$ cat src/rtl/r_empty_gray.sv
// r_empty_gray: read-side pointer, synchroniser and status flags for the dual-clock FIFO
module r_empty_gray #(
  parameter int ADDR_WIDTH    = 3,
  parameter int SYNC_STAGES   = 2,
  parameter int AEMPTY_THRESH = 2
) (
  input  logic                  rclk,
  input  logic                  rrstn,
  input  logic                  ren,
  input  logic [ADDR_WIDTH:0]   wptr_gray,
  input  logic                  underflow_clr,
  output logic [ADDR_WIDTH:0]   rptr_gray,
  output logic [ADDR_WIDTH-1:0] raddr,
  output logic                  rempty,
  output logic                  raempty,
  output logic [ADDR_WIDTH:0]   rlevel,
  output logic                  runderflow
);
  localparam logic [ADDR_WIDTH:0] AE_THRESH = (ADDR_WIDTH+1)'(AEMPTY_THRESH);
  logic [ADDR_WIDTH:0] sync_q [SYNC_STAGES];
  logic [ADDR_WIDTH:0] sync_d [SYNC_STAGES];
  logic [ADDR_WIDTH:0] wq_gray, wq_bin;
  logic [ADDR_WIDTH:0] rbin_q, rbin_d, rptr_gray_q, rptr_gray_d, rlevel_q, rlevel_d;
  logic                rempty_q, rempty_d, raempty_q, raempty_d, runderflow_q, runderflow_d;
  logic                rd;
  // shift the write pointer through the synchroniser chain and decode it to binary
  always_comb begin
    sync_d[0] = wptr_gray;
    for (int i = 1; i < SYNC_STAGES; i++) sync_d[i] = sync_q[i-1];
    wq_gray = sync_q[SYNC_STAGES-1];
    for (int i = 0; i <= ADDR_WIDTH; i++) wq_bin[i] = ^(wq_gray >> i);
  end
  // advance the read pointer on accepted reads and derive next-cycle status from it
  always_comb begin
    rd           = ren & ~rempty_q;
    rbin_d       = rbin_q + {{ADDR_WIDTH{1'b0}}, rd};
    rptr_gray_d  = rbin_d ^ (rbin_d >> 1);
    rempty_d     = rptr_gray_d == wq_gray;
    rlevel_d     = wq_bin - rbin_d;
    raempty_d    = rlevel_d <= AE_THRESH;
    runderflow_d = (ren & rempty_q) | (runderflow_q & ~underflow_clr);
  end
  // synchroniser flops, cleared asynchronously
  always_ff @(posedge rclk or negedge rrstn)
    if (!rrstn) for (int i = 0; i < SYNC_STAGES; i++) sync_q[i] <= '0;
    else for (int i = 0; i < SYNC_STAGES; i++) sync_q[i] <= sync_d[i];
  // pointer and status registers, empty/almost-empty asserted out of reset
  always_ff @(posedge rclk or negedge rrstn)
    if (!rrstn) begin
      rbin_q       <= '0;
      rptr_gray_q  <= '0;
      rempty_q     <= 1'b1;
      raempty_q    <= 1'b1;
      rlevel_q     <= '0;
      runderflow_q <= 1'b0;
    end else begin
      rbin_q       <= rbin_d;
      rptr_gray_q  <= rptr_gray_d;
      rempty_q     <= rempty_d;
      raempty_q    <= raempty_d;
      rlevel_q     <= rlevel_d;
      runderflow_q <= runderflow_d;
    end
  assign rptr_gray  = rptr_gray_q;
  assign raddr      = rbin_q[ADDR_WIDTH-1:0];
  assign rempty     = rempty_q;
  assign raempty    = raempty_q;
  assign rlevel     = rlevel_q;
  assign runderflow = runderflow_q;
endmodule
$ cat config.mk
export PLATFORM = sky130hd
export DESIGN_NAME = r_empty_gray
export DESIGN_NICKNAME = d
export VERILOG_FILES = /design/src/rtl/r_empty_gray.sv
export SDC_FILE = /design/constraint.sdc
export NUM_CORES = 1
export LEC_CHECK = 0
export CORE_MARGIN = 3
export CORE_UTILIZATION = 47
export CTS_CLUSTER_DIAMETER = 60
export CTS_CLUSTER_SIZE = 16
export DETAILED_ROUTE_END_ITERATION = 12
export HOLD_SLACK_MARGIN = 0.12
export PLACE_DENSITY = 0.76
export SYNTH_ARGS = -nofsm -noshare
export SYNTH_HDL_FRONTEND = slang
export SYNTH_SLANG_ARGS = --single-unit
$ cat constraint.sdc
create_clock -name rclk -period 2.7 [get_ports rclk]
set_clock_uncertainty 0.05 [all_clocks]
set_input_delay 0.405 -clock rclk [delete_from_list [all_inputs] [get_ports rclk]]
set_output_delay 0.405 -clock rclk [all_outputs]
set_load 0.1 [all_outputs]
==> flow_metrics.tcl <==
set metrics [dict create \
    htreeDepth 1 \
    drtIter0Drc 1 \
    netlist_top_cells_area "dfrtp_1 (55%), xnor2_1 (7.7%), xor2_1 (7.7%)" \
    whs_path_depth 0 \
    synth_top_cell_area_share_pct 55.25 \
    grt_pass1_vias 560 \
    dr.pass1.iters 2 \
    reg2regPathDepth 9 \
    cts-buffers-inserted 3 \
    relSlewSlack_pct 82.38 \
    mappedNetlistNets 77 \
    cts.clk_slew.worst_paths_ns 0.11 \
    period_share_pct 88.81 \
    cp-start-kind "flop" \
    drive_gt1_share_pct 31.91 \
    synth_area_um2 905.9 \
    boundaryPins 22 \
    post-route-util_pct 67.66 \
    setup_viol 0 \
    io_buffers 21 \
    crit_buf_inv 0 \
    antenna_found_initial 0 \
    cp-end-kind "flop" \
    die_x_um 49.90 \
    slowest_stage "dfstp_4" \
    cp.depth 9 \
    grt_usage_pct 13.69 \
    grt_max_degree 23 \
    path_cells "nor2b_1 -> ha_1 -> ha_1 -> xnor2_1 -> ha_1 -> a21bo_2 -> o221ai_2 -> xnor2_1 -> a211oi_2" \
    fin_nets 108 \
    ys_seq_area_share_pct 61.05 \
    synth.distinct_cells 22 \
    clockBufferDepth 2 \
    fmaxAchievable_mhz 417.0 \
    post-cts-setup-buffer-count 0 \
    hold_violations 0 \
    path_max_fanout 3 \
    drcViolationCount 0 \
    start_util_pct 51.35 \
    worstPathRequired_ns 2.87 \
    yosys_register_bits 22 \
    cts_resized 0 \
    syn_area_per_cell_um2 14.15 \
    diodes 0 \
    synth-warning-count 0 \
    cp_common_cell "ha_1" \
    placed_area_mm2 0.001157 \
    drt-total-wl_um 1392 \
    dp_hpwl_um 1090 \
    worst_slew_pin_slew_ns 0.2624 \
    viasPerCell 4.664 \
    max_cap_violations 0 \
    fp.dieH_um 49.90 \
    cts_root_buf "clkbuf_4" \
    syn_inst 64 \
    vias 555 \
    path_class "reg2reg" \
    wl_per_cell_um 11.70 \
    grt_pass1_wl_um 2553 \
    finish.instance_area_mm2 0.001194 \
    post-route-min-period_ns 2.398 \
    crit_family "adder cells" \
    gp_congestion 0.7379 \
    tns_ns 0 \
    max_stage_delay_ns 0.64 \
    clock_latency_ns 0.29 \
    clkSinkCount 22 \
    fp.dieArea_mm2 0.002490 \
    critPathArrivalTime_ns 2.57 \
    ant_nets 0 \
    status "finished, final reports clean" \
    area_growth_pct 31.77 \
    overflow 0 \
    cts_hold_buf 0 \
    hold_path.class "reg2reg" \
    netlist.top_cell.by_area "dfrtp_1" \
    rsz0062_at_grt "false" \
    cts_tree "built" \
    maxSlewViolCount 0 \
    core_mm2 0.001764 \
    rows 15 \
]
## per-layer routing
layer,routed length [um],vias to the layer above,track usage [%]
li1,-,269,-
met1,582,266,17.19
met2,676,18,21.59
met3,112,2,3.625
met4,21,0,6.912
met5,0,-,0
## area by class of cell
type                    instances  area, um^2
inverters                       5       18.77
repair buffers                 27       220.2
well taps                      25       31.28
flip-flops and latches         22       556.8
fillers                       140       570.5
clock buffers                   4       36.28
multi-input cells              36       330.3
## through the flow
| stage | hold slack, ns | instances | setup slack (ns) |
|---|---|---|---|
| 4_1_cts | 0.3141 | 119 | 0.2923 |
| 5_1_grt | 0.3230 | 119 | 0.1678 |
| 6_report | 0.3108 | 119 | 0.3020 |
| 2_1_floorplan | 0.05941 | 64 | 0.005670 |
| 3_5_place_dp | 0.2864 | 115 | 0.01998 |
| 3_3_place_gp | 0.2831 | 115 | 0.06952 |
## logic make-up after synthesis
| kind of cell | synth area share (%) |
|---|---|
| adder cells (fa/ha/maj) | 6.906 |
| buffers and inverters | 2.486 |
| XOR/XNOR | 18.09 |
| AO/OA/AOI/OAI | 6.353 |
| flip-flops | 61.05 |
| AND/OR/NAND/NOR | 4.005 |
| multiplexers | 1.105 |
## flip-flops by register name, summed over array words and instances (netlist names)
register,flops
runderflow,1
wq_gray,4
rptr_gray,3
raempty,1
rlevel,4
rbin_q,4
rempty,1
sync_d,4
## worst paths after layout
check / to / start / slack, ns
max in group asynchronous: raempty$_DFF_PN1_ / rrstn / 1.94
setup / recovery: raempty$_DFF_PN1_ / rempty$_DFF_PN1_ / 0.30
hold / removal: wq_gray[3]$_DFF_PN0_ / sync_d[3]$_DFF_PN0_ / 0.31
hold reg to reg: wq_gray[3]$_DFF_PN0_ / sync_d[3]$_DFF_PN0_ / 0.31
min in group asynchronous: rbin_q[3]$_DFF_PN0_ / rrstn / 0.39
setup reg to reg: raempty$_DFF_PN1_ / rempty$_DFF_PN1_ / 0.30
## cell usage in the layout, fill, tap and decap left out
| cell | netlist | final |
|---|---|---|
| a211oi_2 | 1 | 1 |
| clkbuf_8 | 0 | 1 |
| nor2b_1 | 1 | 1 |
| xor2_1 | 8 | 8 |
| nand2b_1 | 1 | 1 |
| dfrtp_1 | 20 | 20 |
| clkdlybuf4s50_1 | 0 | 7 |
| and2_1 | 1 | 1 |
| buf_4 | 0 | 20 |
| xnor3_2 | 1 | 1 |
| a21bo_2 | 1 | 1 |
| nor3_1 | 1 | 1 |
| ha_1 | 5 | 5 |
| o21bai_1 | 1 | 1 |
| o21ai_0 | 1 | 1 |
| o221ai_2 | 1 | 1 |
| mux2i_1 | 1 | 1 |
| dfstp_2 | 2 | 1 |
| clkbuf_4 | 0 | 3 |
| a21boi_0 | 1 | 1 |
| nand2_1 | 1 | 1 |
| dfstp_4 | 0 | 1 |
| inv_1 | 5 | 5 |
| nand3_1 | 1 | 1 |
| nor2_1 | 1 | 1 |
| xnor2_1 | 8 | 8 |
## Yosys cell counts (all sizes together)
cell type and number:
xnor2 8, and2 1, xnor3 1, mux2i 1, xor2 8, nor3 1
o21bai 1, o221ai 1, nand2b 1, a211oi 1, nor2b 1, a21bo 1
inv 5, clkbuf 1, nand2 1, nor2 1, nand3 1, ha 5
dfrtp 20, a21boi 1, dfstp 2, o21ai 1
Power is left out: the tool's default activity adds up to more than one toggle a clock period on the data nets, which glitch-free logic cannot reach.
